==> src/rtl/lsu.sv <==
// Load/store unit sitting between EXU and WBU.
// Accepts one instruction at a time. Memory ops run a req/gnt then rvalid
// transaction on the data port. Load data is aligned and extended, and every
// instruction retires as a single-cycle lsu_valid_o pulse carrying a
// registered LSU->WBU bus.
// Optional build macro: LSU_MISALIGN_CHK_EN. When defined, misaligned
// half/word accesses fault without touching memory.
//
// state | meaning
// IDLE  | empty, ready to accept
// REQ   | mem_req_o held with stable addr/data/strobes until mem_gnt_i
// WAIT  | request granted, waiting for mem_rvalid_i (watchdog running)
// DONE  | lsu_valid_o pulse, may accept the next instruction

`ifndef EXU_LSU_BUS_WIDTH
`define EXU_LSU_BUS_WIDTH 156
`endif
`ifndef LSU_WBU_BUS_WIDTH
`define LSU_WBU_BUS_WIDTH 119
`endif

module lsu #(
  parameter int unsigned TIMEOUT_CYCLES = 1023
) (
  input  logic                          clk_i,
  input  logic                          rst_n_i,
  input  logic                          exu_valid_i,
  input  logic [`EXU_LSU_BUS_WIDTH-1:0] exu_lsu_bus_i,
  output logic                          lsu_ready_o,
  output logic                          mem_req_o,
  output logic                          mem_we_o,
  output logic [31:0]                   mem_addr_o,
  output logic [31:0]                   mem_wdata_o,
  output logic [3:0]                    mem_wstrb_o,
  input  logic                          mem_gnt_i,
  input  logic                          mem_rvalid_i,
  input  logic [31:0]                   mem_rdata_i,
  input  logic                          mem_err_i,
  output logic                          lsu_valid_o,
  output logic [`LSU_WBU_BUS_WIDTH-1:0] lsu_wbu_bus_o
);

  // The watchdog is a down-counter loaded on entry to WAIT; terminal count
  // zero on the last allowed WAIT cycle aborts the access.
  localparam int CNT_W = (TIMEOUT_CYCLES > 2) ? $clog2(TIMEOUT_CYCLES) : 1;
  localparam logic [CNT_W-1:0] CNT_LOAD =
    (TIMEOUT_CYCLES > 0) ? CNT_W'(TIMEOUT_CYCLES - 1) : '0;

  typedef enum logic [1:0] {S_IDLE, S_REQ, S_WAIT, S_DONE} state_t;

  state_t                         state_q, state_d;
  logic [`EXU_LSU_BUS_WIDTH-1:0]  bus_q;
  logic [`EXU_LSU_BUS_WIDTH-1:0]  src_bus;
  logic [CNT_W-1:0]               cnt_q;
  logic [`LSU_WBU_BUS_WIDTH-1:0]  wbu_q;
  logic                           accept;
  logic                           wait_timeout;
  logic                           misalign;

  logic        mem_en, mem_we, mem_unsigned;
  logic [1:0]  mem_size;
  logic [31:0] mem_wdata, alu_result, pc, jmp_target;
  logic        csr_we, gr_we, jmp_flag, break_signal, excp_flush, xret_flush;
  logic [4:0]  rd;
  logic [11:0] csr_addr;

  logic [31:0] ld_data;
  logic [7:0]  ld_byte;
  logic [15:0] ld_half;
  logic        res_err;
  logic [31:0] res_final;

  assign accept = exu_valid_i & lsu_ready_o;

  // While accepting, decode straight from the EXU bus so a non-memory op
  // can retire the very next cycle; otherwise use the latched copy.
  assign src_bus = accept ? exu_lsu_bus_i : bus_q;

  assign {mem_en, mem_we, mem_size, mem_unsigned, mem_wdata, alu_result,
          csr_we, gr_we, rd, csr_addr, pc, jmp_flag, jmp_target,
          break_signal, excp_flush, xret_flush} = src_bus;

`ifdef LSU_MISALIGN_CHK_EN
  assign misalign = ((mem_size == 2'd1) && alu_result[0]) ||
                    (mem_size[1] && (alu_result[1:0] != 2'b00));
`else
  assign misalign = 1'b0;
`endif

  assign wait_timeout = (TIMEOUT_CYCLES != 0) && (cnt_q == '0);

  // State register.
  always_ff @(posedge clk_i or negedge rst_n_i) begin
    if (!rst_n_i) state_q <= S_IDLE;
    else          state_q <= state_d;
  end

  // Next-state logic.
  always_comb begin
    state_d = state_q;
    case (state_q)
      S_IDLE, S_DONE: begin
        if (accept) state_d = (mem_en && !misalign) ? S_REQ : S_DONE;
        else        state_d = S_IDLE;
      end
      S_REQ:  if (mem_gnt_i) state_d = S_WAIT;
      S_WAIT: if (mem_rvalid_i || wait_timeout) state_d = S_DONE;
      default: state_d = S_IDLE;
    endcase
  end

  // Output decode; memory signals are only driven while requesting.
  always_comb begin
    lsu_ready_o = 1'b0;
    lsu_valid_o = 1'b0;
    mem_req_o   = 1'b0;
    mem_we_o    = 1'b0;
    mem_addr_o  = '0;
    mem_wdata_o = '0;
    mem_wstrb_o = '0;
    case (state_q)
      S_IDLE: lsu_ready_o = 1'b1;
      S_DONE: begin
        lsu_ready_o = 1'b1;
        lsu_valid_o = 1'b1;
      end
      S_REQ: begin
        mem_req_o  = 1'b1;
        mem_we_o   = mem_we;
        mem_addr_o = {alu_result[31:2], 2'b00};
        if (mem_we) begin
          case (mem_size)
            2'd0: begin
              mem_wstrb_o = 4'b0001 << alu_result[1:0];
              mem_wdata_o = {4{mem_wdata[7:0]}};
            end
            2'd1: begin
              mem_wstrb_o = alu_result[1] ? 4'b1100 : 4'b0011;
              mem_wdata_o = {2{mem_wdata[15:0]}};
            end
            default: begin
              mem_wstrb_o = 4'hF;
              mem_wdata_o = mem_wdata;
            end
          endcase
        end
      end
      default: ;
    endcase
  end

  // Load lane selection and sign/zero extension.
  always_comb begin
    ld_byte = mem_rdata_i[7:0];
    case (alu_result[1:0])
      2'd1:    ld_byte = mem_rdata_i[15:8];
      2'd2:    ld_byte = mem_rdata_i[23:16];
      2'd3:    ld_byte = mem_rdata_i[31:24];
      default: ld_byte = mem_rdata_i[7:0];
    endcase
    ld_half = alu_result[1] ? mem_rdata_i[31:16] : mem_rdata_i[15:0];
    case (mem_size)
      2'd0:    ld_data = mem_unsigned ? {24'h0, ld_byte}
                                      : {{24{ld_byte[7]}}, ld_byte};
      2'd1:    ld_data = mem_unsigned ? {16'h0, ld_half}
                                      : {{16{ld_half[15]}}, ld_half};
      default: ld_data = mem_rdata_i;
    endcase
  end

  // Result selection; in WAIT a transition to DONE without rvalid is a timeout.
  always_comb begin
    if (state_q == S_WAIT) res_err = mem_rvalid_i ? mem_err_i : 1'b1;
    else                   res_err = mem_en & misalign;
    if ((state_q == S_WAIT) && !res_err && !mem_we) res_final = ld_data;
    else                                             res_final = alu_result;
  end

  // Latch the EXU bus on acceptance.
  always_ff @(posedge clk_i or negedge rst_n_i) begin
    if (!rst_n_i)    bus_q <= '0;
    else if (accept) bus_q <= exu_lsu_bus_i;
  end

  // Watchdog down-counter: reload on grant, count down through WAIT.
  always_ff @(posedge clk_i or negedge rst_n_i) begin
    if (!rst_n_i)                                 cnt_q <= '0;
    else if (state_q == S_REQ && mem_gnt_i)       cnt_q <= CNT_LOAD;
    else if (state_q == S_WAIT && cnt_q != '0)    cnt_q <= cnt_q - 1'b1;
  end

  // Register the WBU bus whenever DONE is entered; it holds otherwise.
  always_ff @(posedge clk_i or negedge rst_n_i) begin
    if (!rst_n_i) wbu_q <= '0;
    else if (state_d == S_DONE)
      wbu_q <= {csr_we & ~res_err, res_final, gr_we & ~res_err, rd, csr_addr,
                pc, jmp_flag, jmp_target, break_signal, excp_flush | res_err,
                xret_flush};
  end

  assign lsu_wbu_bus_o = wbu_q;

endmodule

==> config.mk <==
export PLATFORM = sky130hd
export DESIGN_NAME = lsu
export DESIGN_NICKNAME = d
export VERILOG_FILES = /design/src/rtl/lsu.sv
export SDC_FILE = /design/constraint.sdc
export NUM_CORES = 1
export LEC_CHECK = 0
export BUFFER_PORTS_ARGS = -buffer_cell sky130_fd_sc_hd__buf_2
export CORE_ASPECT_RATIO = 1.4
export CORE_MARGIN = 10
export CORE_UTILIZATION = 52
export CTS_BUF_LIST = sky130_fd_sc_hd__clkbuf_16
export DETAILED_ROUTE_END_ITERATION = 10
export HOLD_SLACK_MARGIN = 0.02
export PLACE_DENSITY = 0.88
export SLEW_MARGIN = 15
export SYNTH_ARGS = -nofsm -noshare
export SYNTH_HDL_FRONTEND = slang
export SYNTH_SLANG_ARGS = --single-unit
export TNS_END_PERCENT = 10
==> constraint.sdc <==
create_clock -name clk_i -period 3.6 [get_ports clk_i]
set_input_delay 0.18 -clock clk_i [delete_from_list [all_inputs] [get_ports clk_i]]
set_output_delay 0.18 -clock clk_i [all_outputs]
set_load 0.01 [all_outputs]
==> out/summary.json <==
{
  "avgRoutedWirePerCell": {"value": 21.18, "unit": "um"},
  "tritoncts": {"value": "yes"},
  "worst_hold_startpoint": {"value": "mem_rdata_i[2]"},
  "setup.worst_path.start": {"value": "state_q[0]$_DFF_PN0_"},
  "timing.critical_path.arrival": {"value": 3.23, "unit": "ns"},
  "die-area": {"value": 0.03054, "unit": "sq mm"},
  "timing.final.max_slew_violations": {"value": 0},
  "yosysUniqueCellTypes": {"value": 54},
  "gp_congestion": {"value": 0.9145},
  "route.detailed.drc": {"value": 0},
  "grt_use_total": {"value": 30.56, "unit": "%"},
  "tightest_slew": {"value": 0.8532, "unit": "ns"},
  "crit_type": {"value": "reg2out"},
  "count_of_endpoints_failing_setup_in_the_final_report": {"value": 0},
  "grt_ovf": {"value": 0},
  "clk_latency": {"value": 0.54, "unit": "ns"},
  "final_util": {"value": 74.20, "unit": "%"},
  "synth-seq-area-share": {"value": 57.65, "unit": "%"},
  "worstPathCellList": {"value": "inv_1 -> ha_2 -> nand2_8 -> buf_12 -> mux2i_4 -> inv_1 -> buf_4 -> nor2_1 -> a211oi_1 -> buf_2"},
  "finalInstanceArea": {"value": 0.01734, "unit": "sq mm"},
  "yosys_most_used_dff": {"value": "dfrtp_1"},
  "cts-root-buf": {"value": "clkbuf_16"},
  "place.detailed.hpwl": {"value": 29.42, "unit": "mm"},
  "detailedRoute.firstPassIterationCount": {"value": 5},
  "run_status": {"value": "complete, no violations"},
  "synth_area_per_cell": {"value": 8.855, "unit": "sq um"},
  "effective_utilization_at_floorplan": {"value": 53.12, "unit": "%"},
  "fillers": {"value": 1469},
  "cpPeakStageDelay": {"value": 0.50, "unit": "ns"},
  "area_growth_syn_to_layout": {"value": 39.68, "unit": "%"},
  "reg2reg_from": {"value": "state_q[0]$_DFF_PN0_"},
  "place.port_buffers": {"value": 382},
  "hp-class": {"value": "in2reg"},
  "timing.fmax": {"value": 293.2, "unit": "MHz"},
  "synth_area": {"value": 0.01241, "unit": "sq mm"},
  "hold_violation_total_from_the_final_report": {"value": 0},
  "cts_made_buffers": {"value": 27},
  "p_leak": {"value": 9.497, "unit": "nW"},
  "timing.critical_path.from_type": {"value": "register"},
  "grt_max_degree": {"value": 109},
  "num_io_pins": {"value": 385},
  "critical_path.max_fanout": {"value": 85},
  "rows": {"value": 66},
  "fp.dieH": {"value": 202.8, "unit": "um"},
  "place_area": {"value": 0.01469, "unit": "sq mm"},
  "avgViaCountPerCell": {"value": 5.648},
  "worst_setup_skew_after_layout": {"value": 0.01348, "unit": "ns"},
  "number_of_global_route_vias_before_repair": {"value": 13390},
  "initial_antenna_violation_count": {"value": 7},
  "drt_wl_total": {"value": 48.08, "unit": "mm"},
  "period_needed": {"value": 3.410, "unit": "ns"},
  "synth-seq-cells": {"value": 286},
  "h-tree-depth": {"value": 1},
  "final.setup.tns": {"value": 0, "unit": "ns"},
  "via_count": {"value": 12820},
  "grt_pass1_wl": {"value": 74.04, "unit": "mm"},
  "rsz0062_at_grt": {"value": "false"},
  "drive_above_1_share": {"value": 24.37, "unit": "%"},
  "cts_sinks": {"value": 286},
  "cap_violations": {"value": 0},
  "yosysWarningCount": {"value": 0},
  "power_density": {"value": 888.7, "unit": "mW/mm^2"},
  "critPathSlowestCell": {"value": "ha_2"},
  "vdd_drop_max": {"value": 636.9, "unit": "uV"},
  "synth_edf_count": {"value": 0},
  "critPathMostFrequentCell": {"value": "inv_1"},
  "ant_nets": {"value": 0},
  "clk_pin_slew": {"value": 0.07, "unit": "ns"},
  "core-area": {"value": 0.02337, "unit": "sq mm"},
  "ys_async_sr_fraction": {"value": 100.0, "unit": "%"},
  "final.period_utilization": {"value": 94.73, "unit": "%"},
  "max_slew_headroom": {"value": 43.12, "unit": "%"},
  "kind_of_end_point_of_the_critical_path": {"value": "output pin"},
  "critical_path_required": {"value": 3.42, "unit": "ns"},
  "cts-root-to-sink-buffers": {"value": 3},
  "syn_inst": {"value": 1402},
  "design.final.nets": {"value": 2135},
  "die_wd": {"value": 150.6, "unit": "um"},
  "first_iter_violations": {"value": 1196}
}
==> power by group <==
part	switching, W	internal [W]
combinational	0.00472	0.00236
clock	0.00128	0.00165
sequential	0.000708	0.00470
total	0.00670	0.00871
==> placed cells by master (no fill, tap or decap), types with 6 or more instances in the layout <==
cell and n:
a21oi_1 103, a211oi_1 23, inv_1 49, dfrtp_1 286, buf_2 381, dlygate4sd3_1 173, clkinv_1 8, a22o_1 7
nor3_1 11, nand2_1 619, diode_2 7, o21ai_0 19, o221ai_1 6, buf_4 24, clkinv_2 7, and2_1 12
nor2_1 55, mux2i_1 42, and3_1 6, nor2b_1 19, clkbuf_16 27
==> registers in the layout (all words and copies together) (netlist names) <==
signal,flops
state_q,2
cnt_q,10
lsu_wbu_bus_o,119
bus_q,155
==> worst max-delay path: cells and delay by family, from the launching register on <==
family / cells / cell delay, ns
adder cells (fa/ha/maj): 1 / 0.50
AND/OR/NAND/NOR: 2 / 0.24
multiplexers: 1 / 0.24
AO/OA/AOI/OAI: 1 / 0.28
flip-flops: 1 / 0.43
buffers and inverters: 5 / 0.95
==> final cells by class <==
type	count	area [sq um]	area share [%]
clock inverters	22	209.0	1.205
clock buffers	27	675.6	3.896
flip-flops and latches	286	7157	41.27
multi-input cells	986	4771	27.51
well taps	306	382.9	2.208
inverters	51	191.4	1.104
repair buffers	585	3936	22.70
diodes	7	17.52	0.1010
==> through the flow <==
stage                     worst slack [ns]  hold WS, ns  std cells  total power (W)
after floorplan                     0.8492      -0.1156       1403         0.009337
after global placement              0.5299       0.3117       2041          0.01169
after detailed placement            0.4505       0.3142       2041          0.01194
after CTS                          0.03744      0.02408       2263          0.01503
after global routing               0.02244      0.04063       2270          0.01631
final                               0.1897      0.03972       2270          0.01541
==> cell usage after synthesis, types with 2 or more instances <==
cell type	n	area share [%]
a32o_1	2	0.16
ha_1	4	0.40
o21ai_1	3	0.12
mux2i_1	42	3.4
inv_1	49	1.5
o221ai_1	6	0.42
nor3_1	11	0.44
nor2b_1	19	0.96
nand2b_1	3	0.15
buf_1	6	0.18
o21ai_0	19	0.77
nor4_4	2	0.34
xor2_1	3	0.21
nor3b_1	2	0.12
nor2_1	55	1.7
nor4_1	2	0.10
dfrtp_1	286	58
and2_1	13	0.66
a21oi_1	105	4.2
inv_2	2	0.060
xnor2_1	4	0.28
mux2_2	2	0.18
and3_1	6	0.30
nor4_2	2	0.20
buf_2	11	0.44
clkbuf_1	59	1.8
a22o_1	7	0.49
a211oi_1	23	1.4
or3_1	3	0.15
buf_4	3	0.18
o32ai_1	2	0.14
nand3_1	4	0.16
o31ai_1	3	0.18
nand2_1	619	19
==> final timing paths <==
check	endpoint	slack [ns]	cells after the start
min in group asynchronous	lsu_wbu_bus_o[10]$_DFFE_PN0N_	0.28	2
max	mem_wdata_o[30]	0.19	10
max reg2reg	lsu_wbu_bus_o[89]$_DFFE_PN0N_	0.22	9
max in group asynchronous	bus_q[51]$_DFF_PN0_	2.32	3
min reg2reg	lsu_wbu_bus_o[48]$_DFFE_PN0N_	0.47	2
min	lsu_wbu_bus_o[88]$_DFFE_PN0N_	0.04	4
==> kinds of logic after synthesis <==
family / count (synthesis) / synth area share, %
other: 1 / 0.03021
flip-flops: 286 / 57.65
AND/OR/NAND/NOR: 747 / 24.49
adder cells (fa/ha/maj): 4 / 0.4032
XOR/XNOR: 7 / 0.4939
buffers and inverters: 131 / 4.223
multiplexers: 46 / 3.870
AO/OA/AOI/OAI: 180 / 8.839
==> timing repair <==
| action | 4_1_cts | 5_1_grt |
|---|---|---|
| setup buffers | 0 | 0 |
| endpoints found under the hold margin | 356 | 0 |
| endpoints found under the setup margin | 1 | 24 |
| hold buffers | 173 | 0 |
| gates cloned | 0 | 0 |
| gates resized for setup | 1 | 3 |
==> metal layers <==
metal	wire, um	part of all wire (%)	track usage (%)	vias up
met5	0	0	0	-
met4	3534	7.3	19.50	0
met3	4486	9.3	7.434	264
met2	23770	49	51.17	891
met1	16290	34	33.90	6106
li1	-	-	-	5559
(Power assumes the default switching activity.)
